==> config.mk <==
export PLATFORM = sky130hd
export DESIGN_NAME = multicycle_control
export DESIGN_NICKNAME = d
export VERILOG_FILES = /design/src/rtl/multicycle_control.sv
export SDC_FILE = /design/constraint.sdc
export NUM_CORES = 1
export LEC_CHECK = 0
export CORE_MARGIN = 2
export CORE_UTILIZATION = 48
export CTS_CLUSTER_SIZE = 28
export DETAILED_ROUTE_END_ITERATION = 10
export PLACE_DENSITY = 0.8
export SETUP_SLACK_MARGIN = 0.4
export SLEW_MARGIN = 20
export SYNTH_ARGS = -nofsm -noshare
export SYNTH_HDL_FRONTEND = slang
export SYNTH_SLANG_ARGS = --single-unit
==> constraint.sdc <==
create_clock -name clk -period 2.45 [get_ports clk]
set_input_delay 0.735 -clock clk [delete_from_list [all_inputs] [get_ports clk]]
set_output_delay 0.735 -clock clk [all_outputs]
set_load 0.02 [all_outputs]
==> src/rtl/multicycle_control.sv <==
// Control FSM for a multi-cycle MIPS datapath with a memory handshake, wait
// watchdog and illegal-opcode flagging. Outputs decode from the current state.
//
// state     | meaning
// FETCH     | read instruction at PC, PC += 4 on mem_ready
// DECODE    | latch opcode, branch target into ALUOut
// MEM_ADDR  | effective address for lw/sw
// MEM_READ  | data read at ALUOut
// MEM_WB    | MDR into rt
// MEM_WRITE | data write at ALUOut
// R_EXEC    | R-type ALU operation
// R_WB      | ALUOut into rd
// I_EXEC    | immediate ALU operation
// I_WB      | ALUOut into rt
// BRANCH    | compare, conditional PC load from ALUOut
// JUMP      | PC <= jump target
// JAL       | PC <= jump target, $31 <= PC
module multicycle_control #(
  parameter int MAX_WAIT = 15
) (
  input  logic       clk,
  input  logic       reset,
  input  logic [5:0] opcode,
  input  logic       mem_ready,
  output logic       mem_req,
  output logic       mem_write,
  output logic       i_or_d,
  output logic       ir_write,
  output logic       pc_write,
  output logic       pc_write_cond,
  output logic       pc_write_cond_ne,
  output logic [1:0] pc_source,
  output logic       alu_src_a,
  output logic [1:0] alu_src_b,
  output logic [2:0] alu_op,
  output logic [1:0] reg_dst,
  output logic [1:0] mem_to_reg,
  output logic       reg_write,
  output logic       illegal_op,
  output logic       bus_error,
  output logic [3:0] state_o
);

  typedef enum logic [3:0] {
    S_FETCH     = 4'd0,
    S_DECODE    = 4'd1,
    S_MEM_ADDR  = 4'd2,
    S_MEM_READ  = 4'd3,
    S_MEM_WB    = 4'd4,
    S_MEM_WRITE = 4'd5,
    S_R_EXEC    = 4'd6,
    S_R_WB      = 4'd7,
    S_I_EXEC    = 4'd8,
    S_I_WB      = 4'd9,
    S_BRANCH    = 4'd10,
    S_JUMP      = 4'd11,
    S_JAL       = 4'd12
  } state_t;

  state_t     state_q, state_d;
  logic [5:0] opcode_q, opcode_d;
  logic [7:0] wait_q, wait_d;
  logic       mem_state;
  logic       timeout;

  always_ff @(posedge clk) begin
    if (reset) begin
      state_q  <= S_FETCH;
      opcode_q <= 6'd0;
      wait_q   <= 8'd0;
    end else begin
      state_q  <= state_d;
      opcode_q <= opcode_d;
      wait_q   <= wait_d;
    end
  end

  always_comb begin
    state_d          = state_q;
    opcode_d         = opcode_q;
    mem_req          = 1'b0;
    mem_write        = 1'b0;
    i_or_d           = 1'b0;
    ir_write         = 1'b0;
    pc_write         = 1'b0;
    pc_write_cond    = 1'b0;
    pc_write_cond_ne = 1'b0;
    pc_source        = 2'b00;
    alu_src_a        = 1'b0;
    alu_src_b        = 2'b00;
    alu_op           = 3'b000;
    reg_dst          = 2'b00;
    mem_to_reg       = 2'b00;
    reg_write        = 1'b0;
    illegal_op       = 1'b0;
    bus_error        = 1'b0;
    state_o          = state_q;

    mem_state = (state_q == S_FETCH) || (state_q == S_MEM_READ) || (state_q == S_MEM_WRITE);
    // a ready arriving on the final allowed cycle still wins over the timeout
    timeout   = mem_state && !mem_ready && (wait_q == 8'(MAX_WAIT));
    wait_d    = (mem_state && !mem_ready && !timeout) ? wait_q + 8'd1 : 8'd0;

    case (state_q)
      S_FETCH: begin
        mem_req   = !timeout;
        alu_src_b = 2'b01;
        ir_write  = mem_ready;
        pc_write  = mem_ready;
        if (mem_ready) state_d = S_DECODE;
      end
      S_DECODE: begin
        alu_src_b = 2'b11;
        opcode_d  = opcode;
        case (opcode)
          6'd0:                                  state_d = S_R_EXEC;
          6'd35, 6'd43:                          state_d = S_MEM_ADDR;
          6'd8, 6'd10, 6'd12, 6'd13, 6'd14, 6'd15: state_d = S_I_EXEC;
          6'd4, 6'd5:                            state_d = S_BRANCH;
          6'd2:                                  state_d = S_JUMP;
          6'd3:                                  state_d = S_JAL;
          default: begin
            illegal_op = 1'b1;
            state_d    = S_FETCH;
          end
        endcase
      end
      S_MEM_ADDR: begin
        alu_src_a = 1'b1;
        alu_src_b = 2'b10;
        state_d   = (opcode_q == 6'd35) ? S_MEM_READ : S_MEM_WRITE;
      end
      S_MEM_READ: begin
        mem_req = !timeout;
        i_or_d  = 1'b1;
        if (mem_ready) state_d = S_MEM_WB;
      end
      S_MEM_WB: begin
        reg_write  = 1'b1;
        mem_to_reg = 2'b01;
        state_d    = S_FETCH;
      end
      S_MEM_WRITE: begin
        mem_req   = !timeout;
        mem_write = !timeout;
        i_or_d    = 1'b1;
        if (mem_ready) state_d = S_FETCH;
      end
      S_R_EXEC: begin
        alu_src_a = 1'b1;
        alu_op    = 3'b010;
        state_d   = S_R_WB;
      end
      S_R_WB: begin
        reg_write = 1'b1;
        reg_dst   = 2'b01;
        state_d   = S_FETCH;
      end
      S_I_EXEC: begin
        alu_src_a = 1'b1;
        alu_src_b = 2'b10;
        case (opcode_q)
          6'd10:   alu_op = 3'b101;
          6'd12:   alu_op = 3'b011;
          6'd13:   alu_op = 3'b100;
          6'd14:   alu_op = 3'b110;
          6'd15:   alu_op = 3'b111;
          default: alu_op = 3'b000;
        endcase
        state_d = S_I_WB;
      end
      S_I_WB: begin
        reg_write = 1'b1;
        state_d   = S_FETCH;
      end
      S_BRANCH: begin
        alu_src_a        = 1'b1;
        alu_op           = 3'b001;
        pc_source        = 2'b01;
        pc_write_cond    = (opcode_q == 6'd4);
        pc_write_cond_ne = (opcode_q == 6'd5);
        state_d          = S_FETCH;
      end
      S_JUMP: begin
        pc_write  = 1'b1;
        pc_source = 2'b10;
        state_d   = S_FETCH;
      end
      S_JAL: begin
        pc_write   = 1'b1;
        pc_source  = 2'b10;
        reg_write  = 1'b1;
        reg_dst    = 2'b10;
        mem_to_reg = 2'b10;
        state_d    = S_FETCH;
      end
      default: state_d = S_FETCH;
    endcase

    if (timeout) begin
      bus_error = 1'b1;
      state_d   = S_FETCH;
    end

    // reset silences every output immediately so an in-flight access cannot complete
    if (reset) begin
      mem_req          = 1'b0;
      mem_write        = 1'b0;
      i_or_d           = 1'b0;
      ir_write         = 1'b0;
      pc_write         = 1'b0;
      pc_write_cond    = 1'b0;
      pc_write_cond_ne = 1'b0;
      pc_source        = 2'b00;
      alu_src_a        = 1'b0;
      alu_src_b        = 2'b00;
      alu_op           = 3'b000;
      reg_dst          = 2'b00;
      mem_to_reg       = 2'b00;
      reg_write        = 1'b0;
      illegal_op       = 1'b0;
      bus_error        = 1'b0;
      state_o          = 4'd0;
    end
  end

endmodule

==> impl_metrics.env, run 1 <==
export IMPL_synth_top_area_frac=0.282
export IMPL_hold_buffers=0
export IMPL_synth_edf_count=0
export IMPL_synth_simple_area_share=0.394
export IMPL_die_x_um=55.6
export IMPL_hpwl_um=3550
export IMPL_synth_seq_cells=18
export IMPL_synth_area_top_cells="dfxtp_1, nor2_1, a21oi_1"
export IMPL_cts_htree_levels=1
export IMPL_start_util=0.512
export IMPL_status="stopped before the end"
export IMPL_ios=35
export IMPL_synth_compound_area_frac=0.171
export IMPL_synth_xor_area_frac=0.0684
export IMPL_rows=18
export IMPL_ys_flop_type="dfxtp_1"
export IMPL_synth_most_common_cell="nor2_1"
export IMPL_synthesis_nets=187
export IMPL_synth_area_um2=1280
export IMPL_synth_seq_area_share=0.282
export IMPL_error_line="[ERROR DPL-0038] Utilization greater than 100%, impossible to legalize"
export IMPL_gp_congestion=0.849
export IMPL_ys_types=44
export IMPL_ys_warnings_count=0
export IMPL_root_buffer="clkbuf_4"
export IMPL_cts_sink_count=18
export IMPL_syn_avg_cell_area_um2=7.23
export IMPL_die_h_um=55.6
export IMPL_synth_top_area_cell="dfxtp_1"
export IMPL_syn_inst=177
export IMPL_synth_common_cells="nor2_1, nand2_1, dfxtp_1"
export IMPL_yosys_mux_area_fraction=0.0156
export IMPL_synth_top_family_by_area="simple AND/OR/NAND/NOR gates"
export IMPL_clockBufferDepth=2
export IMPL_cts_setup_buffers=15
export IMPL_portBuffers=34
export IMPL_ys_async_sr_fraction=0
export IMPL_synthAdderAreaFrac=0.00978
export IMPL_haltStage="clock tree synthesis (4_1_cts)"
export IMPL_numCtsBuffers=3
export IMPL_cts_resized_gates=241
## stage by stage
step                      cells  setup slack, ps  instance area (um^2)  hold slack [ps]
after global placement      284             -872                  2170              498
after floorplan             177              132                  1460              426
after detailed placement    284             -903                  2170              519
## logic make-up after synthesis
family / after synthesis
and+or+nand+nor: 95
AOI/OAI and AO/OA: 34
DFF: 18
buffers and inverters: 17
xor gates and xnor gates: 10
muxes: 2
adders and majority gates: 1
==> inputs of run 2 (changes only) <==
--- a/config.mk
+++ b/config.mk
@@ -6,11 +6,9 @@
 export NUM_CORES = 1
 export LEC_CHECK = 0
 export CORE_MARGIN = 2
-export CORE_UTILIZATION = 48
-export CTS_CLUSTER_SIZE = 28
+export CORE_UTILIZATION = 35
 export DETAILED_ROUTE_END_ITERATION = 10
-export PLACE_DENSITY = 0.8
-export SETUP_SLACK_MARGIN = 0.4
+export PLACE_DENSITY_LB_ADDON = 0.15
 export SLEW_MARGIN = 20
 export SYNTH_ARGS = -nofsm -noshare
 export SYNTH_HDL_FRONTEND = slang
==> run 2 against run 1 <==
  * The flow now finishes, with violations (negative setup slack)
  * Area after synthesis stayed put
  * Synthesized cell count stayed put
==> impl_metrics.env, run 2 <==
export IMPL_grt_pass1_vias=1613
export IMPL_arrival_ps=1760
export IMPL_globalRouteOverflowTotal=0
export IMPL_top_register="wait_q"
export IMPL_grt_antenna_before_repair=0
export IMPL_largest_reg_flops=8
export IMPL_worst_path_max_fanout=3
export IMPL_hold_path_startpoint="wait_q[0]"
export IMPL_power_density_nw_per_um2=311
export IMPL_grt_setup_unrepaired="true"
export IMPL_final_cell_mix="buf_4, nand2_1, a21oi_1"
export IMPL_leakagePower_nw=1.07
export IMPL_via_per_inst=5.14
export IMPL_ant_nets=0
export IMPL_syn_to_final_growth_pct=82.8
export IMPL_cp_startpoint="reset"
export IMPL_reg2reg_slack_ps=780
export IMPL_drive_above_1_share=0.496
export IMPL_tightest_slew_ps=386
export IMPL_synth_common_cells="nor2_1, nand2_1, dfxtp_1"
export IMPL_vdd_ir_drop_max_mv=0.238
export IMPL_tns_ps=-138
export IMPL_synth_seq_area_share=0.282
export IMPL_syn_avg_cell_area_um2=7.23
export IMPL_ys_warnings_count=0
export IMPL_hold_path_class="reg2reg"
export IMPL_cts_htree_levels=1
export IMPL_rows=21
export IMPL_fmax_mhz=400
export IMPL_post_route_util=0.685
export IMPL_cts_sink_count=18
export IMPL_synth_most_common_cell="nor2_1"
export IMPL_top_regs="wait_q x8, opcode_q x6, state_q x4"
export IMPL_place_ws_ps=-996
export IMPL_status="finished with violations"
export IMPL_critical_path_required_ps=1710
export IMPL_synth_area_top_cells="dfxtp_1, nor2_1, a21oi_1"
export IMPL_setup_viol=3
export IMPL_skew_ps=2.69
export IMPL_nFillCells=288
export IMPL_synth_edf_count=0
export IMPL_hpwl_um=3020
export IMPL_num_antenna_cells=0
export IMPL_root_buffer="clkbuf_4"
export IMPL_setup_slack_ps=-49.8
export IMPL_layout_commonest_cell="buf_4"
export IMPL_violations="negative setup slack"
export IMPL_gp_congestion=0.837
export IMPL_cp_start_kind="input port"
export IMPL_ys_types=44
export IMPL_via_count=1623
export IMPL_dpl_cell_area_um2=2060
export IMPL_hold_viol_final=0
export IMPL_portBuffers=34
export IMPL_synth_area_um2=1280
export IMPL_ios=35
export IMPL_cts_tree="built"
export IMPL_grt_pass1_wl_um=7250
export IMPL_synth_seq_cells=18
export IMPL_crit_type="in2out"
export IMPL_numCtsBuffers=3
export IMPL_nets=281
export IMPL_grt_start_max_net_pins=12
export IMPL_clkLatencyLatePin_ps=290
export IMPL_max_slew_margin_rel=0.740
export IMPL_stdcell_area_um2=2340
export IMPL_core_um2=3420
export IMPL_design_die_area_um2=4160
export IMPL_max_cap_violations=0
export IMPL_drtIter0Drc=55
export IMPL_ys_async_sr_fraction=0
export IMPL_ys_flop_type="dfxtp_1"
export IMPL_wirelength_um=4330
export IMPL_drc_errors=0
export IMPL_hold_buffers=0
export IMPL_drtPass1Iterations=4
export IMPL_synthesis_nets=187
export IMPL_syn_inst=177
export IMPL_r2r_start="state_q[1]"
export IMPL_hold_slack_ps=533
export IMPL_end_kind="output pin"
export IMPL_clk_pin_slew_worst_paths_ps=100
export IMPL_period_needed_ps=2500
export IMPL_synth_top_area_cell="dfxtp_1"
export IMPL_grt_usage=0.216
export IMPL_timing_final_crit_share=1.02
export IMPL_synth_top_area_frac=0.282
export IMPL_die_x_um=64.5
export IMPL_post_drt_wl_per_cell_um=13.7
export IMPL_die_h_um=64.5
export IMPL_clockBufferDepth=2
export IMPL_start_util=0.375
export IMPL_drv_slew=0
==> run 2: stage by stage <==
stage / total power, mW / cells
2_1_floorplan: 0.406 / 177
3_3_place_gp: 0.502 / 301
3_5_place_dp: 0.506 / 301
4_1_cts: 0.703 / 313
5_1_grt: 0.769 / 316
6_report: 0.729 / 316
==> run 2: worst max-delay path, stage by stage <==
cell and delay (ps):
buf_8 100, nor2_4 90, nand3_2 90, or4_4 530, nor2_4 100, buf_6 120
==> run 2: what timing repair did <==
action                                 in CTS  in global routing
gates resized for setup                   138                 48
setup buffers                               7                  3
setup endpoints to repair                  26                 19
pin swaps                                   9                 13
gates cloned                                1                  0
endpoints found under the hold margin       0                  0
==> run 2: worst paths after layout <==
path,depth (start not counted),end
setup / recovery,6,pc_write_cond
hold / removal,2,wait_q[0]
setup reg to reg,6,state_q[1]
hold reg to reg,2,wait_q[0]
==> run 2: per-layer routing <==
layer  track usage  vias up  wire length, um
met3        0.0208        6              134
met5             0        -                0
met2         0.385       33             2240
li1              -      808                -
met1         0.273      776             1900
met4        0.0691        0               51
==> run 2: power by group <==
part           internal (mW)  switching, mW
clock                 0.0906         0.0956
sequential             0.300        0.00940
combinational          0.122          0.111
==> run 2: cell families after synthesis <==
family | Yosys count | synth area share
mux | 2 | 0.0156
compound gates | 34 | 0.171
buf+inv | 17 | 0.0596
xor+xnor | 10 | 0.0684
simple gates | 95 | 0.394
flops | 18 | 0.282
fa+ha+maj | 1 | 0.00977
==> run 2: cell type report <==
cell class	count	area [um^2]	area share
timing repair buffer	99	808	0.345
tap	46	57.6	0.0246
multi-input combinational	142	1040	0.444
inverter	7	26.3	0.0112
sequential	18	373	0.159
clock buffer	4	36.3	0.0155
No activity file was read; power rests on OpenSTA's default activity.
==> inputs of run 3 (changes only) <==
--- a/config.mk
+++ b/config.mk
@@ -5,8 +5,9 @@
 export SDC_FILE = /design/constraint.sdc
 export NUM_CORES = 1
 export LEC_CHECK = 0
+export ABC_CLOCK_PERIOD_IN_PS = 2450
 export CORE_MARGIN = 2
-export CORE_UTILIZATION = 35
+export CORE_UTILIZATION = 25
 export DETAILED_ROUTE_END_ITERATION = 10
 export PLACE_DENSITY_LB_ADDON = 0.15
 export SLEW_MARGIN = 20
==> run 3 against run 2 <==
  * The flow still finishes with violations (negative setup slack)
  * Critical path type unchanged
  * Core utilization shrank 22 points
  * Combinational power barely moved
  * Sequential power hardly changed
  * Global-route usage down 7.3 points
  * Worst setup slack gained 30 ps
  * Largest power group unchanged
  * Routed wire length fell by 4.6%
==> impl_metrics.env, run 3 (synthesized netlist as in run 2, its figures left out) <==
export IMPL_cts_htree_levels=1
export IMPL_grt_pass1_wl_um=6520
export IMPL_ant_nets=0
export IMPL_drtIter0Drc=89
export IMPL_clockBufferDepth=2
export IMPL_arrival_ps=1730
export IMPL_design_die_area_um2=5710
export IMPL_die_h_um=75.6
export IMPL_via_count=1550
export IMPL_hold_buffers=0
export IMPL_crit_type="in2out"
export IMPL_hold_slack_ps=526
export IMPL_vdd_ir_drop_max_mv=0.396
export IMPL_top_regs="wait_q x8, opcode_q x6, state_q x4"
export IMPL_grt_pass1_vias=1400
export IMPL_tightest_slew_ps=410
export IMPL_hpwl_um=3050
export IMPL_drv_slew=0
export IMPL_setup_viol=1
export IMPL_globalRouteOverflowTotal=0
export IMPL_syn_to_final_growth_pct=82.6
export IMPL_root_buffer="clkbuf_8"
export IMPL_timing_final_crit_share=1.01
export IMPL_max_cap_violations=0
export IMPL_nets=283
export IMPL_dpl_cell_area_um2=2100
export IMPL_clkLatencyLatePin_ps=250
export IMPL_period_needed_ps=2470
export IMPL_die_x_um=75.6
export IMPL_core_um2=5010
export IMPL_hold_path_class="reg2reg"
export IMPL_layout_commonest_cell="buf_4"
export IMPL_cp_start_kind="input port"
export IMPL_grt_usage=0.144
export IMPL_start_util=0.255
export IMPL_worst_path_max_fanout=3
export IMPL_post_drt_wl_per_cell_um=12.1
export IMPL_via_per_inst=4.53
export IMPL_final_cell_mix="buf_4, nand2_1, nor2_1, dfxtp_1, a21oi_1"
export IMPL_power_density_nw_per_um2=334
export IMPL_status="finished with violations"
export IMPL_leakagePower_nw=1.07
export IMPL_max_slew_margin_rel=0.725
export IMPL_setup_slack_ps=-19.7
export IMPL_gp_congestion=0.793
export IMPL_fmax_mhz=405
export IMPL_drc_errors=0
export IMPL_end_kind="output pin"
export IMPL_grt_setup_unrepaired="true"
export IMPL_rows=26
export IMPL_nFillCells=535
export IMPL_largest_reg_flops=8
export IMPL_wirelength_um=4130
export IMPL_num_antenna_cells=0
export IMPL_skew_ps=1.95
export IMPL_critical_path_required_ps=1710
export IMPL_clk_pin_slew_worst_paths_ps=70
export IMPL_stdcell_area_um2=2340
export IMPL_portBuffers=34
export IMPL_grt_antenna_before_repair=0
export IMPL_grt_start_max_net_pins=14
export IMPL_drtPass1Iterations=4
export IMPL_ios=35
export IMPL_numCtsBuffers=3
export IMPL_violations="negative setup slack"
export IMPL_drive_above_1_share=0.449
export IMPL_top_register="wait_q"
export IMPL_cts_tree="built"
export IMPL_cts_sink_count=18
export IMPL_hold_viol_final=0
run 3: cell count changes in the layout (fill, tap and decap cells not counted), moves of 3 or more:
cell | before | now
nor3_1 | 2 | 5
buf_6 | 14 | 6
clkbuf_4 | 3 | 0
clkbuf_8 | 1 | 4
nor3_2 | 6 | 3
buf_4 | 63 | 69
run 3: area by class of cell:
type / instances / area (um^2) / share of cell area
clock buffers: 4 / 55.1 / 0.0236
flip-flops and latches: 18 / 368 / 0.157
well taps: 70 / 87.6 / 0.0375
multi-input cells: 142 / 976 / 0.418
inverters: 7 / 26.3 / 0.0112
repair buffers: 101 / 825 / 0.353
run 3: timing repair:
item / 4_1_cts / 5_1_grt
cloned: 1 / 0
endpoints found under the setup margin: 26 / 18
endpoints found under the hold margin: 0 / 0
pin swaps: 11 / 7
buffers inserted: 7 / 5
resized for setup: 132 / 26
run 3: per-layer routing:
layer,vias to the layer above,share of wire,GRT usage,wire length [um]
met2,24,0.50,0.250,2050
li1,810,-,-,-
met4,0,0.0039,0.0175,16
met3,2,0.030,0.0185,122
met5,-,0,0,0
met1,714,0.47,0.195,1940
run 3: stage by stage:
step | total power, mW | util | TNS, ps | std cells | setup WS, ps
final | 0.780 | 0.467 | -19.7 | 342 | -19.7
after global routing | 0.823 | 0.467 | -173 | 342 | -68.5
after CTS | 0.779 | 0.460 | -119 | 338 | -69.6
after detailed placement | 0.510 | 0.419 | -18010 | 326 | -1080
after global placement | 0.511 | 0.419 | -18020 | 326 | -1060
after floorplan | 0.406 | - | -136 | 177 | -97.2
run 3: critical path, cell delays in order:
cell and delay, ps:
buf_8 110, nor2_4 110, nand3_2 80, or4_4 450, nor2_2 120, buf_6 130
run 3: final timing paths:
check             startpoint  depth (start not counted)       endpoint  slack (ps)
setup / recovery       reset                          6  pc_write_cond         -20
hold / removal     wait_q[0]                          2      wait_q[0]         530
setup reg to reg  state_q[0]                          7     state_q[1]         680
hold reg to reg    wait_q[0]                          2      wait_q[0]         530
run 3: power breakdown:
group,internal [mW],switching (mW)
Clock,0.143,0.100
Combinational,0.124,0.105
Sequential,0.301,0.00708
